==> src/rtl/yaw_integrator.sv <==
// yaw_integrator: calibrates a gyro zero-rate offset, then integrates corrected yaw rate (plus optional IR fusion) into a 12-bit wrapping heading.
module yaw_integrator #(
    parameter bit FAST_SIM = 1'b0,
    parameter int FUS_SHL  = 6
) (
    input  logic               clk,
    input  logic               rst_n,
    input  logic               strt_cal,
    input  logic               vld,
    input  logic signed [15:0] yaw_rt,
    input  logic               moving,
    input  logic               en_fusion,
    input  logic signed [8:0]  IR_Dtrm,
    output logic               cal_done,
    output logic               rdy,
    output logic        [11:0] heading
);
    localparam int CAL_LOG2 = FAST_SIM ? 8 : 11;
    localparam logic [11:0] CAL_LAST = 12'((1 << CAL_LOG2) - 1);

    typedef enum logic [1:0] {IDLE, CAL, RUN} state_t;

    state_t             state, state_nxt;
    logic signed [26:0] cal_acc, cal_sum, acc, acc_sum, delta;
    logic        [11:0] cal_cnt;
    logic signed [15:0] offset, comp_sat;
    logic signed [16:0] comp;
    logic               cal_last;

    always_comb begin
        cal_sum   = cal_acc + 27'(yaw_rt);
        cal_last  = vld && cal_cnt == CAL_LAST;
        comp      = 17'(yaw_rt) - 17'(offset);
        comp_sat  = (comp > 17'sh07FFF) ? 16'sh7FFF : (comp < -17'sh08000) ? 16'sh8000 : comp[15:0];
        delta     = moving ? 27'(comp_sat) : 27'sd0;
        delta     = (moving && en_fusion) ? delta + (27'(IR_Dtrm) <<< FUS_SHL) : delta;
        acc_sum   = acc + delta;
        state_nxt = strt_cal ? CAL : (state == CAL && cal_last) ? RUN : state;
    end

    // strt_cal wins over any vld in the same cycle, so that sample is dropped
    always_ff @(posedge clk or negedge rst_n) begin
        if (!rst_n) begin
            state    <= IDLE;
            cal_acc  <= '0;
            cal_cnt  <= '0;
            offset   <= '0;
            acc      <= '0;
            heading  <= '0;
            rdy      <= 1'b0;
            cal_done <= 1'b0;
        end else begin
            state    <= state_nxt;
            rdy      <= 1'b0;
            cal_done <= 1'b0;
            if (strt_cal) begin
                cal_acc <= '0;
                cal_cnt <= '0;
                acc     <= '0;
                heading <= '0;
            end else if (state == CAL && vld) begin
                cal_acc <= cal_sum;
                cal_cnt <= cal_cnt + 12'd1;
                if (cal_last) begin
                    offset   <= 16'(cal_sum >>> CAL_LOG2);
                    cal_done <= 1'b1;
                end
            end else if (state == RUN && vld) begin
                acc     <= acc_sum;
                heading <= acc_sum[26:15];
                rdy     <= 1'b1;
            end
        end
    end
endmodule

==> config.mk <==
export PLATFORM = sky130hd
export DESIGN_NAME = yaw_integrator
export DESIGN_NICKNAME = d
export VERILOG_FILES = /design/src/rtl/yaw_integrator.sv
export SDC_FILE = /design/constraint.sdc
export NUM_CORES = 1
export LEC_CHECK = 0
export CORE_MARGIN = 5
export CORE_UTILIZATION = 50
export CTS_CLUSTER_SIZE = 12
export DETAILED_ROUTE_END_ITERATION = 6
export HOLD_SLACK_MARGIN = 0.08
export PLACE_DENSITY = 0.73
export SLEW_MARGIN = 20
export SYNTH_ARGS = -nofsm -noshare
export SYNTH_HDL_FRONTEND = slang
export SYNTH_SLANG_ARGS = --single-unit
export TNS_END_PERCENT = 20
==> constraint.sdc <==
create_clock -name clk -period 8.25 [get_ports clk]
set_input_delay 1.2375 -clock clk [delete_from_list [all_inputs] [get_ports clk]]
set_output_delay 1.2375 -clock clk [all_outputs]
set_load 0.1 [all_outputs]
# == After elaboration in Yosys (flattened, before gate mapping) ==
# Index checks and enable logic that the tools add are counted.
# word_totals
mem_bits_ro,0
wordCells,52
mem_bits_rw,0
reg_bits,98
latchBits,0
mem_count,0
input_bits,31
output_inout_bits,14
# op_classes
mux,22
n_bitwise,1
multipliers,0
addsub,5
shifts,0
div_mod_pow,0
order_cmp,2
n_eq_ne,4
reduce_logical,10
# op_table
cell,n
$mux 27,7
$mux 12,5
$mux 16,2
$add 27x15->27,1
$add 27x16->27,1
$add 27x27->27,1
$gt 17x16->1 const B,1
$lt 17x16->1 const B,1
$sub 16x16->17,1
$add 12x1->12 const B,1
$eq 12x11->1 const B,1
$mux 1,6
$reduce_bool 2->1,3
$logic_and 1x1->1,5
$mux 2,2
$reduce_and 3->1,1
$eq 2x1->1 const B,1
$eq 2x2->1 const B,1
$ne 2x2->1 const B,1
$reduce_and 2->1,1
$not 1->1,1

# == Logic depth before layout (Yosys ltp) ==
# depth
word_depth,11
ltp_mapped,34
depth_no_buf,33

# == Least setup slack after synthesis ==
# Ideal clock, no wire load.
# synth_timing
path_kind,input -> register
start,input yaw_rt[0]
end,register heading[11]
arrival_ps,7289
path_buffers,1
setup_time_ps,128
required_ps,8122
stages,32
slack_ps,833
path_cell_list,inv_1 -> ha_1 -> fa_1 -> nor2b_1 -> o2111ai_1 -> nand3_1 -> a31oi_4 -> o21ai_0 -> a31oi_2 -> clkbuf_1 -> a21oi_1 -> ha_1 -> inv_1 -> fa_1 -> nand2b_1 -> a221oi_1 -> nor3_2 -> maj3_4 -> a211oi_1 -> mux2i_1 -> nand2_1 -> ha_1 -> nand3_1 -> nor2_1 -> nand2_1 -> nor4_1 -> nor2_1 -> a21oi_1 -> a211o_1 -> nand3_1 -> mux2i_1 -> mux2_1
# synth_via
elab_chain_len,11
word_cells_on_any_way,12
cone_classes,add/sub (3); order compare (2); mux (7)
# synth_rtl
element,line_no,source
from (decl),10,"input logic signed [15:0] yaw_rt,"
$sub 16x16->17 *,33,comp = 17'(yaw_rt) - 17'(offset);
$lt 17x16->1,34,comp_sat = (comp > 17'sh07FFF) ? 16'sh7FFF : (comp < -17'sh08000) ? 16'sh8000 : comp[15:0];
$mux 16,34,
$mux 16 *,34,
$mux 27 *,35,delta = moving ? 27'(comp_sat) : 27'sd0;
$add 27x15->27,36,delta = (moving && en_fusion) ? delta + (27'(IR_Dtrm) <<< FUS_SHL) : delta;
$mux 27 *,36,
$add 27x27->27 *,37,acc_sum = acc + delta;
$mux 12 *,68,end else if (state == RUN && vld) begin
$mux 12 *,61,end else if (state == CAL && vld) begin
$mux 12 *,56,if (strt_cal) begin
to (signal assigned),70,heading <= acc_sum[26:15];
to (decl),16,output logic [11:0] heading
# Mark *: on every way between the ends. The rest lies on a longest branch, timed or not. The select of a mux whose other input is x is not followed.
# A chain may end at the register's enable or synchronous reset.

# == Final worst setup path ==
# Ends and elaborated chain as after synthesis.

==> impl_metrics.csv <==
group,metric,value,unit
min_path,min_path_cells,2,
critical_path,critPathLaunchType,"input pin",
power,p_leak,3.95,nW
critical_path,cp_max_fo,7,
critical_path,critPathTopFamily,"adder cells",
timing,rsz0062_at_grt,"no",
power,p_switching,0.419,mW
critical_path,cp.required,8.48,ns
power,power_density,161,nW/um^2
critical_path,r2r_end,"heading[10]$_DFFE_PN0P_",
clock_network,clock-sinks,86,
floorplanning,die_w,132,um
placed_design,port_buffers,44,
timing,setup_viol,0,
clock_network,clk_path_buf_depth,2,
min_path,min_path_type,"reg2reg",
clock_network,worst_skew_pair.late_latency,0.35,ns
drt,via_count,6540,
floorplanning,dieArea,17500,um^2
synthesis,synth-edff-count,0,
synthesis,synth_top_area_share,28.9,%
timing,drv_slew,0,
critical_path,crit_arrival,7.91,ns
timing,period_needed,7.68,ns
floorplanning,row_count,44,
grt,grt_overflow,0,
power,ir_drop,0.0951,mV
grt,antenna_found_initial,0,
power,comb_power_share,29.3,%
drt,final_antenna_net_count,0,
finish,drive_gt1_share,7.05,%
clock_network,cts_buffers,9,
synthesis,syn-num-nets,1029,
finish,n_fill_cell,1310,
drt,drtIter0Drc,486,
clock_network,cts_hold_buffers,0,
outcome,status,"finished clean",
grt,grt_usage,20.6,%
critical_path,critPathSlowestCell,"clkdlybuf4s50_1",
drt,viasPerCell,5.76,
synthesis,syn_area,7450,um^2
synthesis,synth_area_per_cell,8.12,um^2
finish,diodes,0,
clock_network,cts_tree,"done",
floorplanning,start_util,51.1,%
synthesis,yosysWarnings,0,
min_path,holdPathEnd,"offset[15]$_DFFE_PN0P_",
timing,max_freq,130,MHz
floorplanning,fp.dieH,132,um
power,p_clk_share,37.4,%
grt,grt_start_max_net_pins,72,
power,switching_share,30.9,%
drt,firstDrtPassIters,5,
critical_path,cp_num_buf_inv,3,
synthesis,ys_seq_area_share,28.9,%
synthesis,async_flop_share,100,%
floorplanning,fp.coreArea,14600,um^2
power,power.total,1.35,mW
grt,grt_pass1_wl,30400,um
critical_path,r2r_slack,1.54,ns
min_path,hold_start,"offset[15]$_DFFE_PN0P_",
drt,drt_wl_total,17700,um
clock_network,cts_root_buf,"clkbuf_16",
clock_network,path_clk_slew,0.07,ns
synthesis,ys_seq_elements,86,
clock_network,h-tree-depth,3,
timing,finalHoldWorstSlack,0.486,ns
critical_path,path_class,"in2reg",
critical_path,max_stage_delay,0.54,ns
critical_path,r2r_start,"offset[3]$_DFFE_PN0P_",
synthesis,synth_area_leaders,"dfrtp_1 (29%), ha_1 (13%), a21oi_1 (7.8%)",
finish,fin_nets,1058,
power,pwr-share-seq,33.3,%
critical_path,cp-end-kind,"flop",
timing,slew_headroom,33.0,%
run,max_cap_violations,0,
placed_design,dp_hpwl,12900,um
drt,drc,0,
timing,skew,0.00726,ns
critical_path,crit_top_cell,"nand3_1",
timing,tightest_slew,1.00,ns
grt,grt_pass1_vias,6307,
synthesis,yosysTopAreaCell,"dfrtp_1",
synthesis,synth_flop_cell,"dfrtp_1",
finish,syn2layout_area_growth,12.9,%
power,internal_power,0.934,mW
timing,hold_viol,0,
timing,period_share,93.0,%
floorplanning,ios,45,
drt,wl_per_cell,15.6,um
synthesis,yosysUniqueCellTypes,73,
synthesis,syn_inst,918,
critical_path,r2r_cells,33,
finish,finish.utilization,57.7,%
placed_design,gp_congestion,0.861,
==> kinds of logic (layout without fill, tap and decap cells) <==
logic type	after synthesis	in the layout	synth area share [%]
mux	5	5	0.688
xor+xnor	69	69	8.11
compound gates	292	292	25.2
buf+inv	81	114	4.78
fa+ha+maj	83	83	14.3
simple gates	302	302	18.1
flops	86	86	28.9
==> cell type report <==
class | instances | area (um^2) | area share, %
multi-input combinational | 751 | 4990 | 59.3
sequential | 86 | 2150 | 25.6
timing repair buffer | 55 | 519 | 6.17
tap | 184 | 230 | 2.74
clock buffer | 9 | 225 | 2.68
inverter | 44 | 165 | 1.96
clock inverter | 6 | 134 | 1.59
==> flip-flops by register name (all words and copies together) (netlist names) <==
register,count
acc,15
cal_acc,27
cal_cnt,12
cal_done,1
heading,12
offset,16
rdy,1
state,2
==> how the worst max path moves through the flow <==
stage / to / from / slack, ns / depth (start not counted)
detailed placement: heading[11]$_DFFE_PN0P_ / yaw_rt[0] / -0.06 / 32
finish: heading[11]$_DFFE_PN0P_ / yaw_rt[0] / 0.57 / 32
floorplan: heading[11]$_DFFE_PN0P_ / yaw_rt[0] / 0.83 / 32
global placement: heading[11]$_DFFE_PN0P_ / yaw_rt[0] / 0.13 / 32
global route: heading[11]$_DFFE_PN0P_ / yaw_rt[0] / 0.02 / 32
CTS: heading[11]$_DFFE_PN0P_ / yaw_rt[0] / 0.23 / 32
==> power groups by stage <==
stage	registers, mW	logic, mW	clock network, mW
floorplan	0.456	0.295	0
global placement	0.457	0.383	0
finish	0.450	0.396	0.506
detailed placement	0.458	0.388	0
global route	0.452	0.444	0.530
CTS	0.450	0.392	0.514
==> timing repair <==
action	CTS	global route
setup buffers	0	0
gates resized for setup	0	11
setup endpoints to repair	0	5
==> worst min-delay path, stage by stage, from the launching register on <==
cell and delay, ns:
dfrtp_1 0.34, nand2_1 0.05, o21ai_0 0.06
==> synth_stat cells, types with 13 or more instances <==
master	count
o21ai_0	50
clkbuf_1	21
nand3_1	18
xnor2_1	50
inv_1	42
nor2_1	66
xor2_1	19
a21oi_1	116
dfrtp_1	86
a21o_1	33
ha_1	76
nand2_1	143
or3_1	13
nor3_1	13
==> layer usage <==
| layer | global-route usage (%) | wire (um) | vias up |
|---|---|---|---|
| met5 | 0 | 0 | - |
| met1 | 29.8 | 8810 | 3055 |
| li1 | - | - | 3316 |
| met3 | 2.82 | 784 | 20 |
| met4 | 7.03 | 322 | 0 |
| met2 | 31.6 | 7820 | 149 |
==> per-stage QoR <==
| stage | TNS (ns) | instances | cell area [um^2] | setup slack (ns) |
|---|---|---|---|---|
| after floorplan | 0 | 918 | 7450 | 0.833 |
| after global placement | 0 | 1120 | 8010 | 0.127 |
| after detailed placement | -0.0631 | 1120 | 8010 | -0.0631 |
| after CTS | 0 | 1135 | 8370 | 0.227 |
| after global routing | 0 | 1135 | 8410 | 0.0228 |
| final | 0 | 1135 | 8410 | 0.575 |
==> placed cells by master (no fill, tap or decap), drive strengths merged, types with 9 or more instances in the layout <==
master / Yosys / routed
o21ai: 50 / 50
xor2: 19 / 19
or3: 13 / 13
nor3: 14 / 14
o21a: 10 / 10
ha: 76 / 76
nand2: 143 / 143
a21o: 33 / 33
clkdlybuf4s50: 0 / 42
dfrtp: 86 / 86
a21oi: 117 / 117
a211oi: 11 / 11
a31oi: 10 / 10
xnor2: 50 / 50
o21bai: 11 / 11
inv: 42 / 43
nor2: 66 / 66
nand3: 19 / 19
clkbuf: 21 / 9
buf: 16 / 13
(Power assumes the default switching activity.)
